**src/rtl/sram_port_arbiter.sv**
```systemverilog
// Single-port SRAM arbiter: CPU-first grants with a starvation boost for DMA; grants same-cycle, read data valid one cycle later.
// Requesters hold req until gnt (no internal buffering); ARB_STATS_EN adds saturating stall/boost counters and stats_clr.
module sram_port_arbiter #(
    parameter int MAX_WAIT = 4,
    parameter int AW       = 16,
    parameter int DW       = 32
) (
    input  logic          clk,
    input  logic          reset,
    input  logic          cpu_req,
    input  logic          cpu_we,
    input  logic [AW-1:0] cpu_addr,
    input  logic [DW-1:0] cpu_di,
    output logic          cpu_gnt,
    output logic          cpu_rvalid,
    input  logic          dma_req,
    input  logic          dma_we,
    input  logic [AW-1:0] dma_addr,
    input  logic [DW-1:0] dma_di,
    output logic          dma_gnt,
    output logic          dma_rvalid,
    output logic [AW-1:0] sram_ADDR,
    output logic [DW-1:0] sram_DI,
    output logic          sram_EN,
    output logic          sram_WE,
`ifdef ARB_STATS_EN
    input  logic          stats_clr,
    output logic [15:0]   cpu_stall_cnt,
    output logic [15:0]   dma_stall_cnt,
    output logic [15:0]   boost_cnt,
`endif
    output logic          dma_boost
);

    typedef enum logic {
        CPU_PRI   = 1'b0,
        DMA_BOOST = 1'b1
    } state_t;

    typedef enum logic [1:0] {
        RD_NONE = 2'd0,
        RD_CPU  = 2'd1,
        RD_DMA  = 2'd2
    } owner_t;

    localparam logic [3:0] WAIT_MAX = 4'(MAX_WAIT);

    state_t     state_q, state_d;
    owner_t     owner_q, owner_d;
    logic [3:0] wait_q, wait_d;

    always_ff @(posedge clk) begin
        if (!reset) begin
            state_q <= CPU_PRI;
            owner_q <= RD_NONE;
            wait_q  <= 4'd0;
        end else begin
            state_q <= state_d;
            owner_q <= owner_d;
            wait_q  <= wait_d;
        end
    end

    always_comb begin
        cpu_gnt   = 1'b0;
        dma_gnt   = 1'b0;
        sram_EN   = 1'b0;
        sram_WE   = 1'b0;
        sram_ADDR = '0;
        sram_DI   = '0;
        owner_d   = RD_NONE;
        state_d   = state_q;
        wait_d    = wait_q;

        // Grants are masked during reset so the SRAM sees no access.
        if (reset) begin
            if (state_q == DMA_BOOST) begin
                dma_gnt = dma_req;
                cpu_gnt = cpu_req & ~dma_req;
            end else begin
                cpu_gnt = cpu_req;
                dma_gnt = dma_req & ~cpu_req;
            end
        end

        if (cpu_gnt) begin
            sram_EN   = 1'b1;
            sram_WE   = cpu_we;
            sram_ADDR = cpu_addr;
            sram_DI   = cpu_di;
            owner_d   = cpu_we ? RD_NONE : RD_CPU;
        end else if (dma_gnt) begin
            sram_EN   = 1'b1;
            sram_WE   = dma_we;
            sram_ADDR = dma_addr;
            sram_DI   = dma_di;
            owner_d   = dma_we ? RD_NONE : RD_DMA;
        end

        case (state_q)
            CPU_PRI: begin
                // Boost is entered even if the DMA withdraws in the due cycle.
                if (wait_q == WAIT_MAX) begin
                    state_d = DMA_BOOST;
                    wait_d  = 4'd0;
                end else if (dma_gnt || !dma_req) begin
                    wait_d = 4'd0;
                end else begin
                    wait_d = wait_q + 4'd1;
                end
            end
            DMA_BOOST: begin
                wait_d = 4'd0;
                if (dma_gnt || !dma_req) begin
                    state_d = CPU_PRI;
                end
            end
            default: begin
                state_d = CPU_PRI;
                wait_d  = 4'd0;
            end
        endcase
    end

    assign cpu_rvalid = reset && (owner_q == RD_CPU);
    assign dma_rvalid = reset && (owner_q == RD_DMA);
    assign dma_boost  = reset && (state_q == DMA_BOOST);

`ifdef ARB_STATS_EN
    always_ff @(posedge clk) begin
        if (!reset || stats_clr) begin
            cpu_stall_cnt <= 16'd0;
            dma_stall_cnt <= 16'd0;
            boost_cnt     <= 16'd0;
        end else begin
            if (cpu_req && !cpu_gnt && cpu_stall_cnt != 16'hFFFF) begin
                cpu_stall_cnt <= cpu_stall_cnt + 16'd1;
            end
            if (dma_req && !dma_gnt && dma_stall_cnt != 16'hFFFF) begin
                dma_stall_cnt <= dma_stall_cnt + 16'd1;
            end
            if (state_q == CPU_PRI && state_d == DMA_BOOST && boost_cnt != 16'hFFFF) begin
                boost_cnt <= boost_cnt + 16'd1;
            end
        end
    end
`endif

endmodule

```
**config.mk**
```make
export PLATFORM = sky130hd
export DESIGN_NAME = sram_port_arbiter
export DESIGN_NICKNAME = d
export VERILOG_FILES = /design/src/rtl/sram_port_arbiter.sv
export SDC_FILE = /design/constraint.sdc
export NUM_CORES = 1
export LEC_CHECK = 0
export ABC_AREA = 1
export BUFFER_PORTS_ARGS = -buffer_cell sky130_fd_sc_hd__buf_2
export CAP_MARGIN = 5
export CELL_PAD_IN_SITES_DETAIL_PLACEMENT = 1
export CELL_PAD_IN_SITES_GLOBAL_PLACEMENT = 2
export CORE_MARGIN = 4
export CORE_UTILIZATION = 11
export CTS_CLUSTER_DIAMETER = 80
export DETAILED_ROUTE_END_ITERATION = 8
export PLACE_DENSITY_LB_ADDON = 0.1
export SLEW_MARGIN = 20
export SYNTH_ARGS = -nofsm -noshare
export SYNTH_HDL_FRONTEND = slang
export SYNTH_SLANG_ARGS = --single-unit
```
**constraint.sdc**
```tcl
create_clock -name clk -period 3.5 [get_ports clk]
set_clock_uncertainty 0.1 [all_clocks]
set_input_delay 0.35 -clock clk [delete_from_list [all_inputs] [get_ports clk]]
set_output_delay 0.35 -clock clk [all_outputs]
set_load 0.005 [all_outputs]
```
==> results.json <==
{
  "leakage_nw": 1.27,
  "antenna_left": 0,
  "first_global_vias": 1632,
  "outcome": "complete, no violations",
  "clock_tree.buffer_depth": 2,
  "core_area_um2": 8720,
  "hp-class": "input pin to flip-flop",
  "crit_buf_inv": 3,
  "path_max_fanout": 30,
  "clock_latency_ps": 220,
  "grt_pass1_wl_um": 8110,
  "antennaDiodeCount": 0,
  "post_cts_buffers": 0,
  "cts_htree_levels": 1,
  "finalMaxSlewViolations": 0,
  "drcViolationCount": 0,
  "tns_ps": 0,
  "die-height_um": 103,
  "place_congestion": 0.685,
  "start_kind": "flip-flop",
  "worstPathRequired_ps": 3050,
  "power.density_nw_per_um2": 186,
  "crit_slowest_cell": "a21oi_4",
  "final_nets": 456,
  "fillers": 1186,
  "ys_types": 16,
  "min_period_ps": 2250,
  "cap_violations": 0,
  "fin_area_um2": 1910,
  "dpl.hpwl_um": 5010,
  "path_cells": "inv_1 -> a21oi_4 -> buf_12 -> nand2_1 -> nand2_1 -> buf_2",
  "cts_buffers": 3,
  "p_total_mw": 0.355,
  "yosysWarnings": 0,
  "ys_seq_area_share_pct": 14.2,
  "port_buffers": 156,
  "grt_max_degree": 31,
  "initial_core_util_pct": 11.3,
  "r2r_setup_slack_ps": 2350,
  "syn-num-nets": 303,
  "vias_per_cell": 3.70,
  "worstSetupPathType": "flip-flop to output pin",
  "grt_setup_unrepaired": "false",
  "firstDrtPassIters": 4,
  "areaGrowthSynthToFinish_pct": 93.4,
  "drive_gt1_share_pct": 49.6,
  "hold_buffers": 0,
  "setup_viol": 0,
  "root_buffer": "clkbuf_8",
  "drtIter0Drc": 20,
  "crit_arrival_ps": 1800,
  "critical-path-top-delay-family": "compound AO/OA/AOI/OAI gates",
  "max_freq_ghz": 0.445,
  "drt_wl_total_um": 5860,
  "max_slew_margin_pct": 56.4,
  "antenna_found_initial": 0,
  "grt-ovfl-total": 0,
  "syn_area_um2": 988,
  "die_area_um2": 10600,
  "cts_tree": "done",
  "crit_top_cell": "nand2_1",
  "vias": 1699,
  "ys_ff_latch": 7,
  "clkTransAtPathRegs_ps": 40,
  "grt_usage_pct": 9.71,
  "syn_inst": 199,
  "end_kind": "output pin",
  "whs_ps": 228,
  "dpl-instance-area_um2": 1870,
  "placementRows": 34,
  "irDropWorstVdd_uv": 136,
  "avgSynthCellArea_um2": 4.97,
  "wl_per_cell_um": 12.8,
  "die_x_um": 103,
  "clkSinkCount": 7,
  "final_common_cell": "buf_2",
  "cpPeakStageDelay_ps": 530,
  "tightestPinTransition_ps": 653,
  "pin_count": 157,
  "final_cell_mix": "buf_2, nand2_1, nand2_2",
  "cts_resized": 0,
  "finalCritPeriodShare_pct": 64.2,
  "hold_viol_final": 0
}
power breakdown:
part | switching [mW] | total, mW | internal, mW
Clock | 0.0335 | 0.112 | 0.0787
Sequential | 0.00114 | 0.0827 | 0.0815
Combinational | 0.0771 | 0.160 | 0.0832
Total | 0.112 | 0.355 | 0.243
cell families after synthesis:
logic type,count (synthesis),synth area share [%]
AO/OA/AOI/OAI,3,3.29
XOR/XNOR,1,0.886
flip-flops,7,14.2
AND/OR/NAND/NOR,170,68.2
buffers and inverters,16,10.9
adder cells (fa/ha/maj),2,2.53
routing by layer:
metal / global-route usage [%] / vias to the layer above / part of all wire (%)
met5: 0 / - / 0
met4: 1.49 / 0 / 0.22
met3: 1.35 / 2 / 7.7
met2: 19.7 / 59 / 54
met1: 10.8 / 742 / 38
li1: - / 896 / -
synth_stat cells:
library cell	number	share of area [%]
a211oi_1	1	0.76
a21oi_2	1	0.89
a21oi_4	1	1.6
buf_2	5	2.5
buf_6	4	4.6
buf_8	1	1.5
dfxtp_1	7	14
ha_1	2	2.5
inv_1	6	2.3
nand2_1	147	56
nand2_2	11	7.0
nand3_1	2	1.0
nand4_1	1	0.63
nor2_1	8	3.0
nor3b_1	1	0.76
xnor2_1	1	0.89
metrics by stage:
step           std cells  worst slack, ps  util, %
2_1_floorplan        199             2080        -
3_3_place_gp         455             1360     21.4
3_5_place_dp         455             1340     21.4
4_1_cts              459             1200     21.9
5_1_grt              459             1050     21.9
6_report             459             1250     21.9
flip-flops by register name, indices dropped and copies added (netlist names):
name,cells
owner_q,2
wait_q,4
state_q,1
worst paths after layout:
path | from | to | depth (start not counted)
hold / removal | cpu_we | owner_q[0]$_SDFF_PN0_ | 2
hold reg to reg | wait_q[0]$_SDFF_PP0_ | wait_q[0]$_SDFF_PP0_ | 1
setup / recovery | state_q$_SDFF_PN0_ | sram_ADDR[8] | 6
setup reg to reg | wait_q[0]$_SDFF_PP0_ | wait_q[3]$_SDFF_PP0_ | 5
final cells by class:
cell class                 instances  area (µm²)  share of cell area [%]
timing repair buffer             158         821                    42.9
multi-input combinational        176         748                    39.1
sequential                         7         140                    7.33
tap                              108         135                    7.07
clock buffer                       4        45.0                    2.36
inverter                           6        22.5                    1.18
No activity file was read; power rests on OpenSTA's default activity.
